File: config.mk
export PLATFORM = sky130hd
export DESIGN_NAME = shift_xfer_ctrl
export DESIGN_NICKNAME = d
export VERILOG_FILES = /design/src/rtl/shift_xfer_ctrl.sv
export SDC_FILE = /design/constraint.sdc
export NUM_CORES = 1
export LEC_CHECK = 0
export ABC_AREA = 1
export BUFFER_PORTS_ARGS = -buffer_cell sky130_fd_sc_hd__buf_4
export CAP_MARGIN = 20
export CORE_MARGIN = 3
export CORE_UTILIZATION = 40
export CTS_BUF_LIST = sky130_fd_sc_hd__clkbuf_4 sky130_fd_sc_hd__clkbuf_8
export DETAILED_ROUTE_END_ITERATION = 12
export RECOVER_POWER = 25
export SETUP_SLACK_MARGIN = 0.4
export SLEW_MARGIN = 10
export SYNTH_ARGS = -nofsm -noshare
export SYNTH_HDL_FRONTEND = slang
export SYNTH_SLANG_ARGS = --single-unit
File: constraint.sdc
create_clock -name clk -period 2.9 [get_ports clk]
set_input_delay 0.145 -clock clk [delete_from_list [all_inputs] [get_ports clk]]
set_output_delay 0.145 -clock clk [all_outputs]
set_load 0.02 [all_outputs]
File: src/rtl/shift_xfer_ctrl.sv
// shift_xfer_ctrl: parallel-to-serial / serial-to-parallel frame sequencer.
// Shifts a tx word out at DIV clocks per bit while capturing ser_in into rx.
module shift_xfer_ctrl #(
  parameter int WIDTH     = 16,
  parameter int DIV       = 4,
  parameter bit LSB_FIRST = 1'b0
) (
  input  logic             clk,
  input  logic             rst,
  input  logic             start_valid,
  output logic             start_ready,
  input  logic [WIDTH-1:0] tx_data,
  output logic             ser_out,
  input  logic             ser_in,
  output logic             shift_en,
  output logic             frame,
  output logic [WIDTH-1:0] rx_data,
  output logic             rx_valid,
  input  logic             rx_ready,
  output logic             overrun
);

  localparam int DW = (DIV > 1) ? $clog2(DIV) : 1;
  localparam int BW = $clog2(WIDTH);

  localparam logic [0:0] IDLE  = 1'b0;
  localparam logic [0:0] SHIFT = 1'b1;

  localparam logic [DW-1:0] DIV_LAST = DW'(DIV - 1);
  localparam logic [BW-1:0] BIT_LAST = BW'(WIDTH - 1);

  logic [0:0]       state_q, state_d;
  logic [WIDTH-1:0] tx_q, tx_d;
  logic [WIDTH-1:0] rx_sh_q, rx_sh_d;
  logic [WIDTH-1:0] rx_data_q, rx_data_d;
  logic             rx_valid_q, rx_valid_d;
  logic             overrun_q, overrun_d;
  logic [DW-1:0]    div_q, div_d;
  logic [BW-1:0]    bit_q, bit_d;
  logic             done;

  assign frame       = (state_q == SHIFT);
  assign start_ready = (state_q == IDLE);
  assign shift_en    = frame && (div_q == DIV_LAST);
  assign rx_data     = rx_data_q;
  assign rx_valid    = rx_valid_q;
  assign overrun     = overrun_q;

  // Line is forced low outside a frame so an idle link reads as 0.
  assign ser_out = frame &&
                   (LSB_FIRST ? tx_q[0] : tx_q[WIDTH-1]);

  // Next-state: frame sequencing, bit shifting and rx handshake.
  always_comb begin
    state_d    = state_q;
    tx_d       = tx_q;
    rx_sh_d    = rx_sh_q;
    rx_data_d  = rx_data_q;
    rx_valid_d = rx_valid_q;
    overrun_d  = overrun_q;
    div_d      = div_q;
    bit_d      = bit_q;
    done       = 1'b0;
    unique case (state_q)
      IDLE: begin
        if (start_valid) begin
          tx_d    = tx_data;
          div_d   = '0;
          bit_d   = '0;
          state_d = SHIFT;
        end
      end
      SHIFT: begin
        if (shift_en) begin
          div_d   = '0;
          tx_d    = LSB_FIRST ? (tx_q >> 1) : (tx_q << 1);
          rx_sh_d = LSB_FIRST ?
                    {ser_in, rx_sh_q[WIDTH-1:1]} :
                    {rx_sh_q[WIDTH-2:0], ser_in};
          bit_d   = bit_q + 1'b1;
          if (bit_q == BIT_LAST) begin
            bit_d   = '0;
            done    = 1'b1;
            state_d = IDLE;
          end
        end else begin
          div_d = div_q + 1'b1;
        end
      end
      default: state_d = IDLE;
    endcase
    // A completion always wins; a pending unconsumed word becomes overrun.
    if (done) begin
      rx_data_d  = rx_sh_d;
      rx_valid_d = 1'b1;
      if (rx_valid_q && !rx_ready) overrun_d = 1'b1;
    end else if (rx_valid_q && rx_ready) begin
      rx_valid_d = 1'b0;
    end
  end

  // State registers with synchronous reset.
  always_ff @(posedge clk) begin
    if (rst) begin
      state_q    <= IDLE;
      tx_q       <= '0;
      rx_sh_q    <= '0;
      rx_data_q  <= '0;
      rx_valid_q <= 1'b0;
      overrun_q  <= 1'b0;
      div_q      <= '0;
      bit_q      <= '0;
    end else begin
      state_q    <= state_d;
      tx_q       <= tx_d;
      rx_sh_q    <= rx_sh_d;
      rx_data_q  <= rx_data_d;
      rx_valid_q <= rx_valid_d;
      overrun_q  <= overrun_d;
      div_q      <= div_d;
      bit_q      <= bit_d;
    end
  end

endmodule

# Word-level counts from Yosys, hierarchy flattened
# Index checks and enable logic that the tools add are counted.
totals:
  register_bits: 57
  in_bits: 21
  out_inout_bits: 22
  elab_cells: 44
classes:
  n_addsub: 2
  eq_ne: 4
  n_mux: 21
  n_bitwise: 1
  n_reduce_logical: 8
op_table:
  columns: ["op", "n"]
  rows:
  - ["$mux W16", 4]
  - ["$pmux W16 S2", 1]
  - ["$mux W4", 3]
  - ["$mux W1", 8]
  - ["$pmux W4 S2", 1]
  - ["$add A4 B1 Y4 const B", 1]
  - ["$eq A4 B4 Y1 const B", 1]
  - ["$logic_and A1 B1 Y1", 4]
  - ["$mux W2", 2]
  - ["$ne A2 B2 Y1 const B", 2]
  - ["$pmux W2 S2", 1]
  - ["$reduce_and A2 Y1", 2]
  - ["$add A2 B1 Y2 const B", 1]
  - ["$eq A2 B2 Y1 const B", 1]
  - ["$pmux W1 S2", 1]
  - ["$reduce_bool A2 Y1", 1]
  - ["$logic_not A1 Y1", 1]
  - ["$not A1 Y1", 1]

# Longest topological paths before layout
logic_depth:
  ltp_word: 5
  mapped_depth: 8
  ltp_nobuf: 7

# Least setup slack after synthesis
# Ideal clock, no wire load.
synth_path:
  path_kind: "reg2reg"
  start: "register state_q, in the netlist frame"
  end: "register rx_data_q[11], in the netlist rx_data[11]"
  setup_time_ns: 0.113
  t_arrival_ns: 1.220
  t_required_ns: 2.787
  path_slack_ns: 1.567
  stages_incl_launch_ff: 8
  path_buffers: 2
  period_less_slack_ns: 1.333
  cell_sequence: "dfxtp_1 -> buf_6 -> nand2_8 -> nor2_8 -> inv_4 -> buf_6 -> o21ai_1 -> nor2_1"
synth_via:
  elab_chain_cells: 3
  word_cells_on_any_way: 5
  cone_classes: "mux (4); reduce/logical (1)"
synth_rtl:
  columns: ["element", "line", "source"]
  rows:
  - ["start, declared", "32", "logic [0:0] state_q, state_d;"]
  - ["start signal, assigned", "114", "state_q <= state_d;"]
  - ["$logic_and A1 B1 Y1", "44", "assign shift_en = frame && (div_q == DIV_LAST);"]
  - ["$mux W16 / $mux W1 (equally long branches)", "74", "if (shift_en) begin"]
  - ["$mux W16 / $mux W1 (equally long branches)", "64", "unique case (state_q)"]
  - ["end signal, assigned", "117", "rx_data_q <= rx_data_d;"]
  - ["end, declared", "35", "logic [WIDTH-1:0] rx_data_q, rx_data_d;"]
# Parallel ways exist; a longest one is shown, timed or not.
# A chain may end at the register's enable or synchronous reset.

# Worst setup path after layout
layout_path:
  start: "register div_q[0]"
  end: "register rx_data_q[13], in the netlist rx_data[13]"
layout_via:
  elab_chain_cells: 4
  word_cells_on_any_way: 6
  cone_classes: "eq/ne (1); mux (4); reduce/logical (1)"
layout_rtl:
  columns: ["element", "line", "source"]
  rows:
  - ["start, declared", "38", "logic [DW-1:0] div_q, div_d;"]
  - ["start signal, assigned", "120", "div_q <= div_d;"]
  - ["$eq A2 B2 Y1 *", "44", null]
  - ["$logic_and A1 B1 Y1 *", "44", null]
  - ["$mux W16 / $mux W1 (equally long branches)", "74", null]
  - ["$mux W16 / $mux W1 (equally long branches)", "64", null]
# Mark *: on every way between the ends. The rest lies on a longest branch, timed or not.

==> results.md <==
- The multiplexer share of the synthesized area is 0%.
- The launch instance of the worst min-delay path is rx_ready.
- The quantity of I/O buffers inserted on ports is 42.
- Summed over all nets, the switching power comes to between 0.3 and 0.4 mW.
- Data on the critical path arrives at its endpoint at around 1.8 ns.
- Averaged over all synthesized cells, the footprint is 7.53 µm².
- Dividing the detail-routed wire length by the instance count gives between 10 and 15 µm.
- The setup path with the least slack is of type reg -> reg.
- Summing the areas of all compound-gate instances in the mapped netlist gives 13.2% of the synthesized area.
- The slack of the worst reg-to-reg path is roughly 1.3 ns.
- For this run, the number of Yosys warnings is 0.
- In this run the tightest slew margin relative to its limit is 50.2%.
- The max-slew violation count came to 0.
- The post-cts gate resize count is 0.
- Counting cells, the worst reg-to-reg path comes to 6.
- In the final layout, the share of cells above drive strength 1 is roughly an eighth.
- The clock net in this run drives a total of 56 sinks.
- Power spread over the standard cell area amounts to between 500 and 600 nW/µm².
- The flip-flop and latch count after synthesis is between 50 and 60.
- TritonCTS built the clock tree.
- Global routing finished with a remaining overflow of 0.
- The H-tree depth is 2.
- The net count after synthesis is 327.
- By count the netlist is led by 72 x nor2_1, 63 x nand2_1, 56 x dfxtp_1.
- The synthesized netlist cell count is between 300 and 400.
- After routing, the total negative slack on setup checks comes to 0 ns.
- After the last flow step, the layout net total stands at between 300 and 400.
- The async set-or-reset flop fraction in the synthesized netlist is 0%.
- The number of hold buffers added after cts is 0.
- The area of the die is 6670 µm².
- The length of the first detailed-routing pass in iterations is 4.
- The startpoint of the most critical register-to-register path is div_q[0].
- The final RePlAce weighted congestion is around 0.74.
- The placeable core region is between 5000 and 6000 µm².
- The maximum fanout along the worst path is 20.
- Setup repair after global routing left no endpoint under its margin.
- The max-capacitance violation count is 0.
- The number of buffers created by CTS is 5.
- The parity-gate share of the synthesized area counting xor and xnor cells is 0%.
- Yosys instantiated no cell more often than nor2_1.
- The number of top-level pins is 43.
- For this run, the share of the core covered by cells in the final layout is 49.5%.
- Dividing the final minimum period by the clock period gives roughly 55%.
- The setup clock skew after layout is ~0.0035 ns.
- The largest family of logic cells by synthesized area is simple AND/OR/NAND/NOR gates.
- The worst flop-to-flop path endpoint is rx_data[13].
- After detailed routing, the number of remaining DRC violations is 0.
- The sort of element at the start of the critical path is a flip-flop.
- Net switching is between 20% and 30% of the power.
- After synthesis, the netlist uses 27 different library cells.
- The internal power contribution is around 1.1 mW.
- The worst path needs roughly 1.6 ns of the cycle, external delays included.
- Of all cell types, the one taking the most synthesized area is dfxtp_1.
- The final total power is between 1 and 1.5 mW.
- The total global routing track utilization is between 15 and 20%.
- The number of vias in the routed layout is 1933.
- Summing the areas of all fa, ha and maj instances in the mapped netlist gives under 10% of the synthesized area.
- The fraction of power consumed by the clock network is 32.5%.
- The vertical die dimension is between 80 and 90 µm.
- Static timing analysis puts the maximum clock frequency at 625 MHz.
- The clock edge transition at the registers on the reported setup and hold paths is about 0.090 ns.
- By area the synthesized netlist is led by dfxtp_1 49%, nor2_1 12%, nand2_1 10%, o21ai_0 5.5%, a21oi_1 3.3%.
- The total half-perimeter wirelength after legalization and detailed placement is around 3200 µm.
- The number of antenna diodes in the final layout is 0.
- Of the total synthesized cell area, the portion taken by AND, OR, NAND and NOR gates is approximately 28%.
- Counting instances, the worst hold path has a depth of 4.
- The endpoint class of the critical path is a flip-flop.
- Yosys mapped a number of flops with a built-in enable equal to 0.
- For the pin with the worst max-slew slack, the measured transition is about 0.75 ns.
- The final hold violation count is 0.
- Setup violations remaining at the end of the flow were counted as 0.
- The count of nets left with antenna violations once routing finished came out at 0.
- The initial antenna violation count is 0.
- The final instance area is roughly 2600 µm².
- The number of buffers on the longest clock path is 2.
- The sequential cell fraction of total power is about three fifths.
- The flow ran to the end, and the final reports show no timing, DRC or antenna violations.
- The insertion delay of the later-clocked pin in the worst-skew pair is around 0.30 ns.
- The worst vdd rail ir drop is about 270 µV.
- After detailed routing, the number of vias per cell comes to 4.71.
- The leakage power total is roughly 1.2 nW.
- After clock tree synthesis, the setup repair step added 0 buffers.
- The area fraction of the dominant cell type after synthesis is 49.0%.
- The root buffer selected by CTS is clkbuf_8.
- The maximum number of pins on one net before global-route repair is 26.
- The part of the total power dissipated in combinational logic is 8.7%.
- From left edge to right edge, the die measures approximately 82 µm.
- From synthesis to final layout, the design area changed by 14.8%.
- The type of the most critical hold path is in -> reg.
- The global-route wire length before repair is 7920 µm.
- The data required time at the worst endpoint is 3.09 ns.
- The starting density of the core is a little over two fifths.
- After detailed placement, the total cell area comes to roughly 2600 µm².
- After the first detailed-routing iteration, the DRC count stood at between 90 and 100.
- The most frequently used flop master after synthesis is dfxtp_1.
- Summed over all layers, the routed wires come to 4640 µm.
- The portion of the post-synthesis area used by sequential elements is between 40% and 50%.
- The number of global-route vias before repair is 1727.
- The worst hold path terminates at rx_valid.
- The initialized floorplan defines 26 standard-cell rows.
- After synthesis the cells add up to 2290 µm².
==> registers in the layout (all words and copies together) (netlist names) <==
| name | flops |
|---|---|
| rx_valid | 1 |
| div_q | 2 |
| tx_q | 16 |
| bit_q | 4 |
| rx_data | 16 |
| frame | 1 |
| overrun | 1 |
| rx_sh_q | 15 |
==> layer usage <==
| metal | vias up | share of wire, % | global-route usage (%) |
|---|---|---|---|
| li1 | 1035 | - | - |
| met3 | 7 | 3.7 | 3.73 |
| met4 | 0 | 1.2 | 4.49 |
| met5 | - | 0 | 0 |
| met1 | 871 | 50 | 21.0 |
| met2 | 20 | 45 | 23.5 |
==> critical path, stage by stage, from the launching register on <==
cell and delay, ns:
dfxtp_1 0.36, ha_1 0.26, nand2_8 0.16, nor2_8 0.32, inv_4 0.14, nand2_1 0.16, a21oi_1 0.09
==> metrics by stage <==
stage | std cells | hold slack [ns] | setup WS (ns)
3_5_place_dp | 403 | 0.419 | 1.27
4_1_cts | 410 | 0.0916 | 1.26
6_report | 410 | 0.101 | 1.30
5_1_grt | 410 | 0.112 | 1.12
2_1_floorplan | 304 | 0.223 | 1.57
3_3_place_gp | 403 | 0.416 | 1.29
==> power by group through the flow <==
stage                     registers, mW  logic, mW  clock network (mW)
after global routing              0.805      0.137               0.493
after detailed placement          0.819      0.121                   0
final                             0.802      0.118               0.443
after floorplan                   0.818     0.0813                   0
after CTS                         0.802      0.121               0.461
after global placement            0.820      0.119                   0
==> how the worst max path moves through the flow <==
stage | startpoint | end
2_1_floorplan | frame | rx_data[11]
3_3_place_gp | div_q[0] | rx_data[13]
3_5_place_dp | div_q[0] | rx_data[7]
4_1_cts | div_q[0] | rx_data[9]
5_1_grt | rst | tx_q[11]
6_report | div_q[0] | rx_data[13]
==> area by class of cell <==
class	count	area, µm²
multi-input combinational	211	970
fill	567	2680
inverter	22	92.6
timing repair buffer	44	259
clock buffer	7	96.3
tap	70	87.6
sequential	56	1120
==> cell families (layout without fill, tap and decap cells) <==
family          after synthesis  in the layout
compound gates               56             56
fa+ha+maj                     2              2
buf+inv                      37             73
flops                        56             56
simple gates                153            153
==> layout by cell type (no fill, tap or decap), drive strengths merged, types with 3 or more instances in the layout <==
cell type / count
a21oi: 15
o21ai: 34
a211oi: 6
clkbuf: 26
or2: 3
nor2: 73
inv: 22
buf: 25
nand3: 11
dfxtp: 56
nand2: 65
No activity file was read; power rests on OpenSTA's default activity.
